--- src/rtl/uart_pkg.sv ---
// Shared UART definitions, used by both the receiver and the transmitter:
// default frame geometry, the receiver state encoding and a small voting helper.
package uart_pkg;

  localparam int DEFAULT_OVERSAMPLE = 16;
  localparam int DEFAULT_DATA_BITS  = 8;

  typedef enum logic [2:0] {
    ST_IDLE  = 3'd0,
    ST_START = 3'd1,
    ST_DATA  = 3'd2,
    ST_STOP  = 3'd3,
    ST_BREAK = 3'd4
  } uart_state_t;

  // 2-of-3 vote, used when the receiver filters single-tick spikes.
  function automatic logic maj3(input logic a, input logic b, input logic c);
    return (a & b) | (a & c) | (b & c);
  endfunction

endpackage

--- src/rtl/uart_sync2.sv ---
// Two-flop synchronizer for a single asynchronous input bit.
// RESET_VAL sets what both flops hold during reset (1 for an idle-high line).
module uart_sync2 #(
  parameter logic RESET_VAL = 1'b1
) (
  input  logic clk,
  input  logic rst,
  input  logic d,
  output logic q
);

  logic meta;

  // Two back-to-back flops; q is safe to use in the clk domain.
  always_ff @(posedge clk) begin
    if (rst) begin
      meta <= RESET_VAL;
      q    <= RESET_VAL;
    end else begin
      meta <= d;
      q    <= meta;
    end
  end

endmodule

--- src/rtl/uart_rx.sv ---
// UART receiver: 1 start bit, DATA_BITS data bits (LSB first), 1 stop bit.
// The receiver is timed by an external sample strobe (en) running at OVERSAMPLE x baud.
// Optional build macro UART_RX_MAJORITY_EN: every start/data/stop decision becomes a
// 2-of-3 vote over the ticks just before, at and just after the bit centre. The decision
// then lands one tick later. Without the macro, a single sample is taken at the centre.
//
// state    | meaning
// ---------+-------------------------------------------------------------
// ST_IDLE  | line idle, looking for a low level on an en tick
// ST_START | timing to the middle of the start bit to confirm it
// ST_DATA  | sampling data bits at their centres, shifting in LSB first
// ST_STOP  | sampling the stop bit; high = good frame, low = framing error
// ST_BREAK | stop bit was low; waiting for the line to return high
module uart_rx
  import uart_pkg::*;
#(
  parameter int OVERSAMPLE = DEFAULT_OVERSAMPLE,
  parameter int DATA_BITS  = DEFAULT_DATA_BITS
) (
  input  logic                 clk,
  input  logic                 rst,
  input  logic                 en,
  input  logic                 rx_pin,
  output logic [DATA_BITS-1:0] rxdata,
  output logic                 rx_valid,
  output logic                 rx_busy,
  output logic                 frame_err
);

  localparam int CNT_W = $clog2(OVERSAMPLE);
  localparam int IDX_W = (DATA_BITS > 1) ? $clog2(DATA_BITS) : 1;

`ifdef UART_RX_MAJORITY_EN
  // The vote needs the tick after the centre, so the start check moves one tick later.
  // Each later bit is a full bit period from there, so all decisions stay one tick late.
  localparam logic [CNT_W-1:0] START_TC = CNT_W'(OVERSAMPLE / 2);
`else
  localparam logic [CNT_W-1:0] START_TC = CNT_W'(OVERSAMPLE / 2 - 1);
`endif
  localparam logic [CNT_W-1:0] BIT_TC   = CNT_W'(OVERSAMPLE - 1);
  localparam logic [IDX_W-1:0] LAST_IDX = IDX_W'(DATA_BITS - 1);

  uart_state_t          state, state_next;
  logic [CNT_W-1:0]     cnt, cnt_next;
  logic [IDX_W-1:0]     bit_idx, bit_idx_next;
  logic [DATA_BITS-1:0] shreg, shreg_next;
  logic                 load, ferr;
  logic                 rx_s;
  logic                 sample;

  uart_sync2 #(.RESET_VAL(1'b1)) u_sync (
    .clk (clk),
    .rst (rst),
    .d   (rx_pin),
    .q   (rx_s)
  );

`ifdef UART_RX_MAJORITY_EN
  // hist[0] is rx_s from the previous en tick and hist[1] is from the tick before that.
  logic [1:0] hist;

  // Record rx_s on each en tick, so a vote can use the two earlier ticks.
  always_ff @(posedge clk) begin
    if (rst) begin
      hist <= 2'b11;
    end else if (en) begin
      hist <= {hist[0], rx_s};
    end
  end

  assign sample = maj3(hist[1], hist[0], rx_s);
`else
  assign sample = rx_s;
`endif

  assign rx_busy = (state != ST_IDLE);

  // State register.
  always_ff @(posedge clk) begin
    if (rst) begin
      state <= ST_IDLE;
    end else begin
      state <= state_next;
    end
  end

  // Next state, counter and shift logic. Nothing changes on cycles without en.
  always_comb begin
    state_next   = state;
    cnt_next     = cnt;
    bit_idx_next = bit_idx;
    shreg_next   = shreg;
    load         = 1'b0;
    ferr         = 1'b0;
    if (en) begin
      unique case (state)
        ST_IDLE: begin
          if (!rx_s) begin
            state_next = ST_START;
            cnt_next   = '0;
          end
        end
        ST_START: begin
          if (cnt == START_TC) begin
            cnt_next     = '0;
            bit_idx_next = '0;
            state_next   = sample ? ST_IDLE : ST_DATA;
          end else begin
            cnt_next = cnt + CNT_W'(1);
          end
        end
        ST_DATA: begin
          if (cnt == BIT_TC) begin
            cnt_next   = '0;
            shreg_next = DATA_BITS'({sample, shreg} >> 1);
            if (bit_idx == LAST_IDX) begin
              state_next = ST_STOP;
            end else begin
              bit_idx_next = bit_idx + IDX_W'(1);
            end
          end else begin
            cnt_next = cnt + CNT_W'(1);
          end
        end
        ST_STOP: begin
          if (cnt == BIT_TC) begin
            cnt_next = '0;
            if (sample) begin
              load       = 1'b1;
              state_next = ST_IDLE;
            end else begin
              ferr       = 1'b1;
              state_next = ST_BREAK;
            end
          end else begin
            cnt_next = cnt + CNT_W'(1);
          end
        end
        ST_BREAK: begin
          if (rx_s) begin
            state_next = ST_IDLE;
          end
        end
        default: begin
          state_next = ST_IDLE;
        end
      endcase
    end
  end

  // Datapath registers. The status pulses last one cycle, even if en stays low.
  always_ff @(posedge clk) begin
    if (rst) begin
      cnt       <= '0;
      bit_idx   <= '0;
      shreg     <= '0;
      rxdata    <= '0;
      rx_valid  <= 1'b0;
      frame_err <= 1'b0;
    end else begin
      cnt       <= cnt_next;
      bit_idx   <= bit_idx_next;
      shreg     <= shreg_next;
      rx_valid  <= load;
      frame_err <= ferr;
      if (load) begin
        rxdata <= shreg;
      end
    end
  end

endmodule

--- config.mk ---
export PLATFORM = sky130hd
export DESIGN_NAME = uart_rx
export DESIGN_NICKNAME = d
export VERILOG_FILES = /design/src/rtl/uart_pkg.sv /design/src/rtl/uart_sync2.sv /design/src/rtl/uart_rx.sv
export SDC_FILE = /design/constraint.sdc
export NUM_CORES = 1
export LEC_CHECK = 0
export ABC_AREA = 0
export CAP_MARGIN = 10
export CORE_MARGIN = 2
export CORE_UTILIZATION = 30
export CTS_BUF_LIST = sky130_fd_sc_hd__clkbuf_2 sky130_fd_sc_hd__clkbuf_4 sky130_fd_sc_hd__clkbuf_8
export CTS_CLUSTER_DIAMETER = 150
export DETAILED_ROUTE_END_ITERATION = 10
export PLACE_DENSITY = 0.51
export SLEW_MARGIN = 40
export SYNTH_ARGS = -nofsm -noshare
export SYNTH_HDL_FRONTEND = slang
export SYNTH_HIERARCHICAL = 1
export SYNTH_SLANG_ARGS = --single-unit
--- constraint.sdc ---
create_clock -name clk -period 4.3 [get_ports clk]
set_input_delay 0.86 -clock clk [delete_from_list [all_inputs] [get_ports clk]]
set_output_delay 0.86 -clock clk [all_outputs]
set_load 0.03 [all_outputs]
==> impl_metrics.json <==
{
  "outcome": "completed",
  "finalCriticalPeriod_ns": 2.62,
  "port_buffers": 14,
  "path_cells": "or3_1 > clkdlybuf4s50_1",
  "required_ns": 3.44,
  "drv_cap": 0,
  "leakagePower_nw": 0.545,
  "antenna_found_initial": 0,
  "die_y_um": 70.7,
  "synth.avg_cell_area_um2": 9.68,
  "antenna_left": 0,
  "cpLargestDelayFamily": "buffers and inverters",
  "fill_cells": 456,
  "io_pins": 15,
  "relSlewSlack": 0.569,
  "ys_seq_elements": 30,
  "cts.clk_slew.worst_paths_ns": 0.06,
  "dp_hpwl_mm": 1.77,
  "clock_skew_ns": 0.00853,
  "drcViolationCount": 0,
  "crit_path_max_incr_delay_ns": 0.66,
  "start_util": 0.309,
  "wl_met1_mm": 1.18,
  "cp_slowest_cell": "clkdlybuf4s50_1",
  "netlist_area_mm2": 0.00134,
  "grt_pass1_wl_mm": 4.26,
  "cts_setup_buffers": 0,
  "syn_inst": 138,
  "grt.overflow.total": 0,
  "die_w_um": 70.7,
  "hold_viol_final": 0,
  "fmax_ghz": 0.381,
  "cts_tree": "built",
  "first_iter_violations": 30,
  "syn_nets": 145,
  "viasPerCell": 4.87,
  "drive_above_1_share": 0.0980,
  "clock_latency_ns": 0.28,
  "h-tree-depth": 2,
  "dieArea_mm2": 0.00500,
  "post_synth_num_cell_types": 36,
  "ctsResizeCount": 0,
  "pre_cts_ws_ns": 1.61,
  "highest_layer": "met4",
  "core_mm2": 0.00432,
  "ys_warn_count": 6,
  "vias": 999,
  "cts_max_path_buffers": 2,
  "grt_pass1_vias": 932,
  "crit_fanout": 16,
  "root_buffer": "clkbuf_8",
  "gp_congestion": 0.737,
  "drt-wirelength-per-cell_um": 12.3,
  "worstMarginPinSlew_ns": 0.644,
  "wirelength_mm": 2.52,
  "timing.final.ws_setup_ns": 1.68,
  "grt_max_degree": 21,
  "final_max_slew_viol_count": 0,
  "cp_num_buf_inv": 1,
  "drtPass1Iterations": 4,
  "period_share": 0.610,
  "worstPathArrival_ns": 1.76,
  "grt_util_all_layers": 0.106,
  "worstSetupEndpointType": "primary output",
  "clock_sinks": 30,
  "nNetsFinal": 160,
  "final.setup.tns_ns": 0,
  "ctsHoldBuffers": 0,
  "peakVddDrop_mv": 0.137,
  "crit_type": "reg2out",
  "dr_wl_met3_um": 106,
  "cts_made_buffers": 5,
  "met2_wirelength_mm": 1.20,
  "antenna_cells": 0,
  "startpoint_type": "register",
  "rsz0062_at_grt": "no",
  "synthToLayoutAreaGrowth_pct": 19.8,
  "p_per_area_mw_per_mm2": 316,
  "setup_viol": 0,
  "rows": 24,
  "hp-class": "reg2reg",
  "ys_seq_area_frac": 0.449,
  "fin_total_pwr_mw": 0.506
}
-- flip-flops by register name, summed over array words and instances (netlist names) --
register and count:
u_sync/q 1, frame_err 1, rxdata 8, shreg 8, rx_valid 1, state 3, cnt 4, bit_idx 3
u_sync/meta 1
-- synthesized netlist by cell type --
master | instances | share of area
nand4_1 | 1 | 0.0047
mux2i_1 | 20 | 0.15
a211oi_1 | 1 | 0.0056
o211ai_1 | 1 | 0.0056
or2_2 | 1 | 0.0047
o21ba_2 | 1 | 0.0075
nand2b_1 | 6 | 0.028
nand3_1 | 4 | 0.015
a21o_1 | 1 | 0.0056
nor2_4 | 1 | 0.0084
or3b_1 | 2 | 0.013
buf_2 | 1 | 0.0037
a2111oi_4 | 1 | 0.021
a21oi_1 | 4 | 0.015
nor2_2 | 1 | 0.0047
nor3b_1 | 1 | 0.0056
o21ai_0 | 3 | 0.011
nor3_1 | 2 | 0.0075
ha_1 | 3 | 0.028
a32oi_1 | 1 | 0.0066
clkbuf_1 | 5 | 0.014
mux2_2 | 2 | 0.017
nor2b_1 | 1 | 0.0047
dfxtp_1 | 30 | 0.45
nand2_1 | 3 | 0.0084
o21bai_1 | 1 | 0.0056
nand4b_1 | 2 | 0.013
o2bb2ai_1 | 1 | 0.0066
a2bb2oi_1 | 1 | 0.0066
xor2_1 | 3 | 0.020
nand4bb_1 | 1 | 0.0084
nor2_1 | 27 | 0.076
inv_1 | 1 | 0.0028
or2_1 | 2 | 0.0094
or3_1 | 1 | 0.0047
buf_1 | 1 | 0.0028
-- worst paths after layout --
kind	startpoint	to	depth (start not counted)	slack, ns
min	u_sync/meta	u_sync/q	1	0.41
max	state[1]	rx_busy	2	1.68
max reg2reg	bit_idx[0]	bit_idx[0]	6	2.36
min reg2reg	u_sync/meta	u_sync/q	1	0.41
-- metal layers --
layer  GRT usage  up-vias
li1            -      504
met1       0.130      471
met2       0.174       22
met3      0.0370        2
met4      0.0377        0
met5           0        -
-- area by class of cell --
class                   instances  area [um2]  area share
repair buffers                 15         148      0.0923
clock buffers                   5        68.8      0.0430
clock inverters                 2        10.0     0.00625
well taps                      52        65.1      0.0407
inverters                       1        3.75     0.00235
flip-flops and latches         30         601       0.375
multi-input cells             100         704       0.440
-- logic make-up (layout without fill, tap and decap cells) --
kind of cell | after synthesis | count (layout) | share of synthesized area
AO/OA/AOI/OAI | 16 | 16 | 0.0965
XOR/XNOR | 3 | 3 | 0.0197
adder cells (fa/ha/maj) | 3 | 3 | 0.0281
buffers and inverters | 8 | 23 | 0.0234
flip-flops | 30 | 30 | 0.449
multiplexers | 22 | 22 | 0.167
AND/OR/NAND/NOR | 56 | 56 | 0.216
-- placed cells by master, fill, tap and decap left out, types with 2 or more instances in the layout --
master	count
dfxtp_1	30
nor2_1	27
mux2i_1	20
clkdlybuf4s50_1	14
nand2b_1	6
clkbuf_8	5
nand3_1	4
a21oi_1	4
xor2_1	3
nand2_1	3
o21ai_0	3
ha_1	3
or3b_1	2
nand4b_1	2
mux2_2	2
nor3_1	2
clkinv_2	2
or2_1	2
-- worst reg2reg max path, stage by stage, from the launching register on --
cell	delay [ns]
dfxtp_1	0.32
ha_1	0.20
ha_1	0.21
or3b_1	0.40
a2111oi_4	0.42
mux2i_1	0.23
nor2_1	0.05
-- power by group --
group / switching, mW / leakage, nW / internal [mW]
Combinational: 0.00908 / 0.259 / 0.00749
Sequential: 0.00216 / 0.242 / 0.279
Clock: 0.100 / 0.0438 / 0.108
-- per-stage QoR --
stage	area, um2	hold WS [ns]	util	instances
finish	1600	0.406	0.370	205
detailed placement	1520	0.398	0.352	198
global placement	1520	0.388	0.352	198
global route	1600	0.432	0.370	205
floorplan	1340	0.385	-	138
CTS	1600	0.413	0.370	205
(Power assumes the default switching activity.)
